--- config.mk ---
export PLATFORM = sky130hd
export DESIGN_NAME = proc_io_bridge
export DESIGN_NICKNAME = d
export VERILOG_FILES = /design/src/rtl/proc_io_pkg.sv /design/src/rtl/sync_fifo.sv /design/src/rtl/proc_io_bridge.sv
export SDC_FILE = /design/constraint.sdc
export NUM_CORES = 1
export LEC_CHECK = 0
export BUFFER_PORTS_ARGS = -buffer_cell sky130_fd_sc_hd__buf_2
export CORE_MARGIN = 4
export CORE_UTILIZATION = 55
export CTS_CLUSTER_DIAMETER = 80
export DETAILED_ROUTE_END_ITERATION = 10
export PLACE_DENSITY_LB_ADDON = 0.2
export SYNTH_ARGS = -nofsm -noshare
export SYNTH_HDL_FRONTEND = slang
export SYNTH_SLANG_ARGS = --single-unit
--- constraint.sdc ---
create_clock -name clk -period 5.2 [get_ports clk]
set_input_delay 1.04 -clock clk [delete_from_list [all_inputs] [get_ports clk]]
set_output_delay 1.04 -clock clk [all_outputs]
set_load 0.02 [all_outputs]
--- src/rtl/proc_io_pkg.sv ---
// rtl/proc_io_pkg.sv - shared constants and input FSM state type for the processor I/O bridge
package proc_io_pkg;

    localparam int DATA_W      = 8;
    localparam int FIFO_DEPTH  = 4;
    localparam int INTR_CYCLES = 2;
    localparam int HOLD_CYCLES = 8;
    localparam int CNT_W       = 16;

    typedef enum logic [1:0] {
        ST_IDLE  = 2'd0,
        ST_PULSE = 2'd1,
        ST_HOLD  = 2'd2
    } in_state_t;

endpackage

--- src/rtl/sync_fifo.sv ---
// rtl/sync_fifo.sv - synchronous FIFO with memory-read head, zero head when empty
module sync_fifo #(
    parameter int WIDTH = 8,
    parameter int DEPTH = 4,
    localparam int AW   = $clog2(DEPTH)
) (
    input  logic             clk,
    input  logic             rst,
    input  logic             push,
    input  logic [WIDTH-1:0] push_data,
    input  logic             pop,
    output logic [WIDTH-1:0] pop_data,
    output logic             full,
    output logic             empty,
    output logic [AW:0]      count
);

    logic [WIDTH-1:0] mem [DEPTH];
    logic [AW-1:0]    wr_ptr;
    logic [AW-1:0]    rd_ptr;
    logic             wr_en;
    logic             rd_en;

    assign full  = (count == (AW+1)'(DEPTH));
    assign empty = (count == '0);
    // A pop frees the slot this cycle, so a full FIFO still accepts a simultaneous push.
    assign wr_en = push && (!full || pop);
    assign rd_en = pop && !empty;
    assign pop_data = empty ? '0 : mem[rd_ptr];

    always_ff @(posedge clk) begin
        if (wr_en) begin
            mem[wr_ptr] <= push_data;
        end
    end

    always_ff @(posedge clk) begin
        if (rst) begin
            wr_ptr <= '0;
            rd_ptr <= '0;
            count  <= '0;
        end else begin
            if (wr_en) begin
                wr_ptr <= wr_ptr + 1'b1;
            end
            if (rd_en) begin
                rd_ptr <= rd_ptr + 1'b1;
            end
            case ({wr_en, rd_en})
                2'b10:   count <= count + 1'b1;
                2'b01:   count <= count - 1'b1;
                default: count <= count;
            endcase
        end
    end

endmodule

--- src/rtl/proc_io_bridge.sv ---
// rtl/proc_io_bridge.sv - host-to-pins byte delivery with interrupt pulse, and pin-change capture FIFO
module proc_io_bridge
    import proc_io_pkg::*;
#(
    parameter int DATA_W      = proc_io_pkg::DATA_W,
    parameter int FIFO_DEPTH  = proc_io_pkg::FIFO_DEPTH,
    parameter int INTR_CYCLES = proc_io_pkg::INTR_CYCLES,
    parameter int HOLD_CYCLES = proc_io_pkg::HOLD_CYCLES
) (
    input  logic              clk,
    input  logic              rst,
    input  logic [DATA_W-1:0] in_data,
    input  logic              in_valid,
    output logic              in_ready,
    output logic [DATA_W-1:0] port_in_pins,
    output logic              intr_out,
    input  logic [DATA_W-1:0] port_out_pins,
    output logic [DATA_W-1:0] out_data,
    output logic              out_valid,
    input  logic              out_ready,
    output logic              ovf,
    input  logic              ovf_clr
);

    localparam int AW = $clog2(FIFO_DEPTH);

    in_state_t         state_q, state_d;
    logic [CNT_W-1:0]  cnt_q, cnt_d;
    logic [DATA_W-1:0] pins_d;

    logic [DATA_W-1:0] sample_q;
    logic [DATA_W-1:0] last_q;
    logic              cap_push;
    logic              fifo_pop;
    logic              fifo_full;
    logic              fifo_empty;
    logic [AW:0]       fifo_count;
    logic              ovf_set;

    assign in_ready = (state_q == ST_IDLE);

    always_comb begin
        state_d = state_q;
        cnt_d   = cnt_q;
        pins_d  = port_in_pins;
        case (state_q)
            ST_IDLE: begin
                if (in_valid) begin
                    pins_d  = in_data;
                    cnt_d   = CNT_W'(INTR_CYCLES - 1);
                    state_d = ST_PULSE;
                end
            end
            ST_PULSE: begin
                if (cnt_q == '0) begin
                    if (HOLD_CYCLES == 0) begin
                        state_d = ST_IDLE;
                    end else begin
                        cnt_d   = CNT_W'(HOLD_CYCLES);
                        state_d = ST_HOLD;
                    end
                end else begin
                    cnt_d = cnt_q - 1'b1;
                end
            end
            ST_HOLD: begin
                if (cnt_q == CNT_W'(1)) begin
                    state_d = ST_IDLE;
                end else begin
                    cnt_d = cnt_q - 1'b1;
                end
            end
            default: state_d = ST_IDLE;
        endcase
    end

    always_ff @(posedge clk) begin
        if (rst) begin
            state_q      <= ST_IDLE;
            cnt_q        <= '0;
            port_in_pins <= '0;
            intr_out     <= 1'b0;
        end else begin
            state_q      <= state_d;
            cnt_q        <= cnt_d;
            port_in_pins <= pins_d;
            intr_out     <= (state_d == ST_PULSE);
        end
    end

    // last_q advances even when the push is dropped, so an overflowed value is not retried.
    assign cap_push  = (sample_q != last_q);
    assign fifo_pop  = out_ready && (fifo_count != '0);
    assign out_valid = !fifo_empty;
    assign ovf_set   = cap_push && fifo_full && !fifo_pop;

    always_ff @(posedge clk) begin
        if (rst) begin
            sample_q <= '0;
            last_q   <= '0;
            ovf      <= 1'b0;
        end else begin
            sample_q <= port_out_pins;
            if (cap_push) begin
                last_q <= sample_q;
            end
            if (ovf_set) begin
                ovf <= 1'b1;
            end else if (ovf_clr) begin
                ovf <= 1'b0;
            end
        end
    end

    sync_fifo #(
        .WIDTH (DATA_W),
        .DEPTH (FIFO_DEPTH)
    ) u_fifo (
        .clk       (clk),
        .rst       (rst),
        .push      (cap_push),
        .push_data (sample_q),
        .pop       (fifo_pop),
        .pop_data  (out_data),
        .full      (fifo_full),
        .empty     (fifo_empty),
        .count     (fifo_count)
    );

endmodule

==> reports/qor.yml, run 1 <==
status: "finished clean"
avgSynthCellArea_um2: 11.3
postCtsSetupBuffers: 0
min_path_cells: 2
insertion_delay_ps: 350
cp_slowest_stage_delay_ps: 670
crit_type: "register to output pin"
yosys.area_share.simple: 0.185
synth.distinct_cells: 40
fp.dieH_um: 88.8
holdPathEnd: "port_in_pins[5]$_SDFFE_PP0P_"
finalHoldViolCount: 0
rr_endpoint: "u_fifo.count[2]$_SDFFE_PP0P_"
grt_pass1_wl_um: 10200
cts_root_buf: "clkbuf_8"
die_area_mm2: 0.00788
timing.rr.start: "sample_q[2]$_SDFF_PP0_"
r2r_cells: 10
rsz0062_at_grt: "false"
synth_area_mm2: 0.00359
synth_top_cell_area_share: 0.296
finalSetupTns_ps: 0
regToRegSetupSlack_ps: 2420
drc: 0
start_util: 0.565
first_iter_violations: 86
grt_max_degree: 40
dp_hpwl_um: 4370
p_int_mw: 1.57
p_per_area_mw_per_mm2: 619
htree_levels: 3
port_buffers: 40
synthAdderAreaFrac: 0.0474
wl_per_cell_um: 14.1
min-delay-start: "port_in_pins[5]$_SDFFE_PP0P_"
max_freq_mhz: 337
cts_sinks: 85
synth-compound-area-share: 0.0826
area_delta_synth_final_pct: 13.1
synth_top_family_by_area: "simple AND/OR/NAND/NOR gates"
required_ps: 4160
path_clk_slew_ps: 80
path_delay_family: "flip-flops"
p_sw_frac: 0.377
first_global_vias: 2233
cp-start-kind: "register"
totalWireLength_um: 6200
yosysWarnings: 0
nNetsFinal: 392
end_kind: "output pin"
grt_usage: 0.171
num_io_pins: 41
drive_above_1_share: 0.196
core_mm2: 0.00635
ir_drop_v: 0.000414
place.gp.congestion: 0.866
cp_max_fo: 8
worst_pin_slew_ps: 673
critical_path.cell_chain: "mux4_2 -> and2_1 -> buf_2"
fin_hold_ws_ps: 452
vias_per_cell: 5.40
ant_nets: 0
grt.overflow.total: 0
pre_cts_ws_ps: 2080
slowest_stage: "dfxtp_1"
fp.dieW_um: 88.8
p_sw_mw: 0.947
comb_power_share: 0.415
post-synth-top-count-cell: "dfxtp_1"
power_frac_seq: 0.387
synth_edf_count: 32
hold_class: "register to register"
skew_ps: 7.64
netlist_top_cells_count: "dfxtp_1, edfxtp_1, a21oi_1, nor2_1, nor2b_1"
synth_area_leaders: "dfxtp_1, edfxtp_1, mux4_2, ha_1, a21oi_1"
cts_buffer_depth: 2
worst_slack_ps: 2230
p_leak_nw: 1.63
drt_pass1_iterations: 4
antenna_found_initial: 0
p_total_mw: 2.51
fin_crit_ps: 2970
fin_crit_sh: 0.571
ys_ff_latch: 85
antenna_cells: 0
slew_viol_final: 0
synth_nets: 352
ys_seq_area_frac: 0.563
synth_flop_cell: "dfxtp_1"
pwr-share-clk: 0.197
synthMuxAreaShare: 0.0530
cts_resized: 0
rows: 29
cts-hold-fix-buffers: 0
yosys.area_share.xor_xnor: 0.0439
crit_buf_inv: 1
slew_headroom: 0.551
cts_inserted_buffers: 9
vias: 2377
post-route-util: 0.639
worstPathArrival_ps: 1930
setup_viol: 0
async_flop_share: 0
drv_cap: 0
synthCells: 318
cts_tree: "done"
yosysTopAreaCell: "dfxtp_1"
-- logic make-up (layout without fill, tap and decap cells) --
family | Yosys count | in the layout
AND/OR/NAND/NOR | 117 | 117
flip-flops | 85 | 85
AO/OA/AOI/OAI | 52 | 52
buffers and inverters | 24 | 69
XOR/XNOR | 18 | 18
adder cells (fa/ha/maj) | 13 | 13
multiplexers | 9 | 9
-- through the flow --
step	cell area, um2	std cells
final	4060	440
after global routing	4060	440
after CTS	4060	440
after detailed placement	3840	424
after global placement	3840	424
after floorplan	3590	318
-- power groups by stage --
stage	sequential (mW)	combinational, mW	clock [mW]
global placement	0.980	1.03	0
floorplan	0.959	0.830	0
global route	0.999	1.19	0.535
finish	0.973	1.04	0.495
detailed placement	0.986	1.04	0
CTS	0.973	1.05	0.508
-- layout by cell type (no fill, tap or decap), drive strengths merged, types with 8 or more instances in the layout --
cell type,count
a21oi,28
and2,13
buf,40
clkbuf,10
dfxtp,53
edfxtp,32
ha,12
inv,13
mux4,8
nand2,17
nand3,8
nor2,19
nor2b,19
nor4,9
o21ai,11
or3,9
or4,10
xor2,15
-- flip-flops by register name, summed over array words and instances, names as in the netlist, named ones only --
signal         count
state_q            2
u_fifo.rd_ptr      2
intr_out           1
u_fifo.wr_ptr      2
u_fifo.count       3
ovf                1
cnt_q             16
port_in_pins       8
u_fifo.mem        32
sample_q           8
last_q             8
-- worst register-to-register path: cells and delay by family, from the launching register on --
kind	cells	cell delay [ps]
AND/OR/NAND/NOR	2	850
flip-flops	1	440
buffers and inverters	2	180
AO/OA/AOI/OAI	2	440
XOR/XNOR	2	260
adder cells (fa/ha/maj)	2	550
-- per-layer routing --
layer  part of all wire  up-vias  GRT usage
met1               0.45     1107      0.217
li1                   -     1222          -
met4              0.017        0     0.0907
met5                  0        -          0
met2               0.50       37      0.279
met3              0.031       11     0.0298
-- layout make-up --
class | instances | area (um2)
Clock buffer | 10 | 128
Clock inverter | 6 | 87.6
Fill cell | 502 | 2290
Inverter | 13 | 48.8
Multi-Input combinational cell | 209 | 1480
Sequential cell | 85 | 2020
Tap cell | 77 | 96.3
Timing Repair Buffer | 40 | 200
-- how the worst max path moves through the flow --
stage,startpoint,to,slack [ps],cells past startpoint
6_report,register,out_data[0],2230,3
5_1_grt,sample_q[2]$_SDFF_PP0_,u_fifo.count[2]$_SDFFE_PP0P_,2100,10
4_1_cts,register,out_data[0],2170,3
3_5_place_dp,out_ready,u_fifo.count[2]$_SDFFE_PP0P_,2080,10
3_3_place_gp,out_ready,u_fifo.count[2]$_SDFFE_PP0P_,2180,10
2_1_floorplan,out_ready,u_fifo.count[2]$_SDFFE_PP0P_,2400,9
Power figures use the tool's default switching activity.
==> run 2, diff against run 1 <==
==> constraint.sdc (replaced) <==
create_clock -name clk -period 3.1 [get_ports clk]
set_input_delay 0.62 -clock clk [delete_from_list [all_inputs] [get_ports clk]]
set_output_delay 0.62 -clock clk [all_outputs]
set_load 0.02 [all_outputs]
==> reports/qor.yml, run 2 (same netlist as run 1, synthesis figures left out) <==
pre_cts_ws_ps: 329
grt_max_degree: 40
grt_pass1_wl_um: 10400
cts_sinks: 85
cts_root_buf: "clkbuf_8"
num_io_pins: 41
cpMostUsedCell: "or4_1"
worst_slack_ps: 486
max_freq_mhz: 383
worstPathArrival_ps: 2890
fin_hold_ws_ps: 461
hold_class: "register to register"
p_leak_nw: 1.62
core_mm2: 0.00635
fin_crit_ps: 2610
n_fill_cell: 523
end_kind: "register"
rows: 29
drive_above_1_share: 0.193
cp_max_fo: 14
wl_per_cell_um: 14.2
ant_nets: 0
htree_levels: 3
totalWireLength_um: 6250
p_per_area_mw_per_mm2: 1030
drc: 0
finalHoldViolCount: 0
grt_usage: 0.175
cts_resized: 0
ff_latch_area_mm2: 0.00202
layout_common_cells: "dfxtp_1, buf_2, edfxtp_1"
finalSetupTns_ps: 0
cp-start-kind: "register"
fin_crit_sh: 0.843
vias_per_cell: 5.50
p_total_mw: 4.17
insertion_delay_ps: 350
cts_tree: "done"
antenna_cells: 0
largest_reg_flops: 32
final_common_cell: "dfxtp_1"
required_ps: 3380
setup_viol: 0
rsz0062_at_grt: "false"
cts-hold-fix-buffers: 0
worst_pin_slew_ps: 680
top_regs: "u_fifo.mem (32), cnt_q (16)"
slowest_stage: "or4_1"
cts_inserted_buffers: 9
status: "finished clean"
path_delay_family: "simple AND/OR/NAND/NOR gates"
vias: 2421
skew_ps: 8.34
grt.overflow.total: 0
crit_type: "register to register"
first_global_vias: 2238
nNetsFinal: 392
cts_buffer_depth: 2
antenna_found_initial: 0
area_delta_synth_final_pct: 12.7
drv_cap: 0
ir_drop_v: 0.000794
fp.dieH_um: 88.8
critical_path.cell_chain: "inv_1 -> ha_1 -> nor2b_1 -> or4_1 -> or4_1 -> or3_1 -> a21oi_1"
dp_hpwl_um: 4450
largest-register: "u_fifo.mem"
multi_input_area_mm2: 0.00148
cp_slowest_stage_delay_ps: 500
crit_buf_inv: 1
slew_viol_final: 0
postCtsSetupBuffers: 0
path_clk_slew_ps: 80
die_area_mm2: 0.00788
start_util: 0.565
place.gp.congestion: 0.854
slew_headroom: 0.546
port_buffers: 40
first_iter_violations: 109
drt_pass1_iterations: 4
fp.dieW_um: 88.8
run 2: tightest hold or removal path, stage by stage (launching register included):
cell	delay, ps
dfxtp_1	320
nand2_1	50
a21oi_1	50
run 2: area by class of cell:
class	count	share of cell area
Clock inverter	6	0.0155
Multi-Input combinational cell	209	0.365
Clock buffer	10	0.0340
Sequential cell	85	0.500
Inverter	13	0.0121
Tap cell	77	0.0238
Timing Repair Buffer	40	0.0495
run 2: worst paths after layout:
check | from | endpoint | cells after the start | slack [ps]
setup reg to reg | state_q[0]$_SDFF_PP0_ | cnt_q[13]$_SDFFE_PP0P_ | 7 | 490
setup / recovery | state_q[0]$_SDFF_PP0_ | cnt_q[13]$_SDFFE_PP0P_ | 7 | 490
hold reg to reg | port_in_pins[7]$_SDFFE_PP0P_ | port_in_pins[7]$_SDFFE_PP0P_ | 2 | 460
hold / removal | port_in_pins[7]$_SDFFE_PP0P_ | port_in_pins[7]$_SDFFE_PP0P_ | 2 | 460
run 2: power breakdown:
group,leakage [nW],internal (mW),switching [mW]
sequential,0.743,1.42,0.214
clock,0.0976,0.392,0.391
combinational,0.784,0.752,1.00
total,1.62,2.56,1.61
run 2: through the flow:
stage / util / instance area, um2 / instances
2_1_floorplan: - / 3590 / 318
3_3_place_gp: 0.606 / 3840 / 424
3_5_place_dp: 0.606 / 3840 / 424
4_1_cts: 0.637 / 4050 / 440
5_1_grt: 0.637 / 4050 / 440
6_report: 0.637 / 4050 / 440
run 2: metal layers:
metal / share of wire / global-route usage / up-vias
met3: 0.044 / 0.0419 / 9
li1: - / - / 1222
met2: 0.50 / 0.281 / 44
met5: 0 / 0 / -
met1: 0.44 / 0.221 / 1146
met4: 0.014 / 0.0824 / 0
==> run 3, diff against run 2 <==
==> constraint.sdc (replaced) <==
create_clock -name clk -period 2.62 [get_ports clk]
set_input_delay 0.524 -clock clk [delete_from_list [all_inputs] [get_ports clk]]
set_output_delay 0.524 -clock clk [all_outputs]
set_load 0.02 [all_outputs]
==> reports/qor.yml, run 3 (same netlist as run 1, synthesis figures left out) <==
antenna_cells: 0
vias: 2478
finalSetupTns_ps: 0
dp_cells: 432
holdPathEnd: "sample_q[7]$_SDFF_PP0_"
rsz0062_at_grt: "false"
rows: 29
worst_pin_slew_ps: 704
regToRegSetupSlack_ps: 160
htree_levels: 3
finish.instance_area_mm2: 0.00410
worstPathArrival_ps: 2740
largest_reg_flops: 32
path_clk_slew_ps: 80
area_delta_synth_final_pct: 14.3
setup_viol: 0
die_area_mm2: 0.00788
cts_buffer_depth: 2
cts-hold-fix-buffers: 0
slew_viol_final: 0
totalWireLength_um: 6570
skew_ps: 11.5
n_fill_cell: 515
dp_hpwl_um: 4660
vias_per_cell: 5.53
largest-register: "u_fifo.mem"
top_regs: "u_fifo.mem (32), cnt_q (16)"
nNetsFinal: 400
p_leak_nw: 1.66
cts_inserted_buffers: 9
min-delay-start: "port_out_pins[7]"
first_global_vias: 2334
slew_headroom: 0.530
ir_drop_v: 0.00106
grt_max_degree: 40
fin_crit_sh: 0.938
status: "finished clean"
cts_sinks: 85
multi_input_area_mm2: 0.00149
pre_cts_ws_ps: 131
min_path_cells: 2
ant_nets: 0
insertion_delay_ps: 350
drv_cap: 0
cts_root_buf: "clkbuf_8"
layout_common_cells: "dfxtp_1, buf_2, edfxtp_1"
port_buffers: 40
grt.overflow.total: 0
r2r_cells: 5
fin_crit_ps: 2460
worst_slack_ps: 162
ff_latch_area_mm2: 0.00202
p_per_area_mw_per_mm2: 1220
grt_usage: 0.182
wl_per_cell_um: 14.7
start_util: 0.565
postCtsSetupBuffers: 0
layout.cells.non_filler: 448
drc: 0
place.gp.congestion: 0.892
cts_tree: "done"
fp.dieH_um: 88.8
timing.rr.start: "cnt_q[4]$_SDFFE_PP0P_"
cp_max_fo: 6
drive_above_1_share: 0.224
finalHoldViolCount: 0
num_io_pins: 41
grt_pass1_wl_um: 10800
final_common_cell: "dfxtp_1"
cts_resized: 0
first_iter_violations: 117
post-route-util: 0.646
max_freq_mhz: 407
cp-start-kind: "register"
drt_pass1_iterations: 4
crit_start: "cnt_q[4]$_SDFFE_PP0P_"
required_ps: 2900
fp.dieW_um: 88.8
rr_endpoint: "cnt_q[15]$_SDFFE_PP0P_"
post_dp_cell_area_mm2: 0.00391
antenna_found_initial: 0
end_kind: "register"
crit_type: "register to register"
core_mm2: 0.00635
hold_class: "input port to register"
-- run 3: power by group --
part / internal [mW] / switching (mW)
logic: 0.973 / 1.25
clock network: 0.357 / 0.490
registers: 1.68 / 0.242
-- run 3: per-layer routing --
metal / vias up / global-route usage / part of all wire
li1: 1237 / - / -
met1: 1171 / 0.236 / 0.45
met2: 58 / 0.291 / 0.49
met3: 12 / 0.0317 / 0.040
met4: 0 / 0.0948 / 0.020
met5: - / 0 / 0
-- run 3: per-stage QoR --
step | hold slack [ps] | power (mW)
after global routing | 380 | 5.40
after CTS | 369 | 4.99
final | 381 | 4.99
after detailed placement | 445 | 4.14
after global placement | 439 | 4.11
after floorplan | 458 | 3.55
-- run 3: worst max path at each step --
stage / to / slack [ps] / depth (start not counted)
after floorplan: cnt_q[13]$_SDFFE_PP0P_ / 260 / 7
after global placement: u_fifo.count[2]$_SDFFE_PP0P_ / 200 / 10
after detailed placement: u_fifo.count[2]$_SDFFE_PP0P_ / 130 / 10
after CTS: u_fifo.count[2]$_SDFFE_PP0P_ / 120 / 11
after global routing: out_data[4] / 50 / 4
final: cnt_q[15]$_SDFFE_PP0P_ / 160 / 5
-- run 3: layout make-up --
class / instances / share of cell area
sequential: 85 / 0.494
multi-input combinational: 209 / 0.363
timing repair buffer: 48 / 0.0635
clock buffer: 9 / 0.0302
tap: 77 / 0.0235
clock inverter: 7 / 0.0140
inverter: 13 / 0.0119
-- run 3: critical path, cell delays in order, from the launching register on --
cell and delay (ps):
dfxtp_1 370, or4_4 550, or4_1 530, or4_1 490
or3_1 310, a21oi_1 140
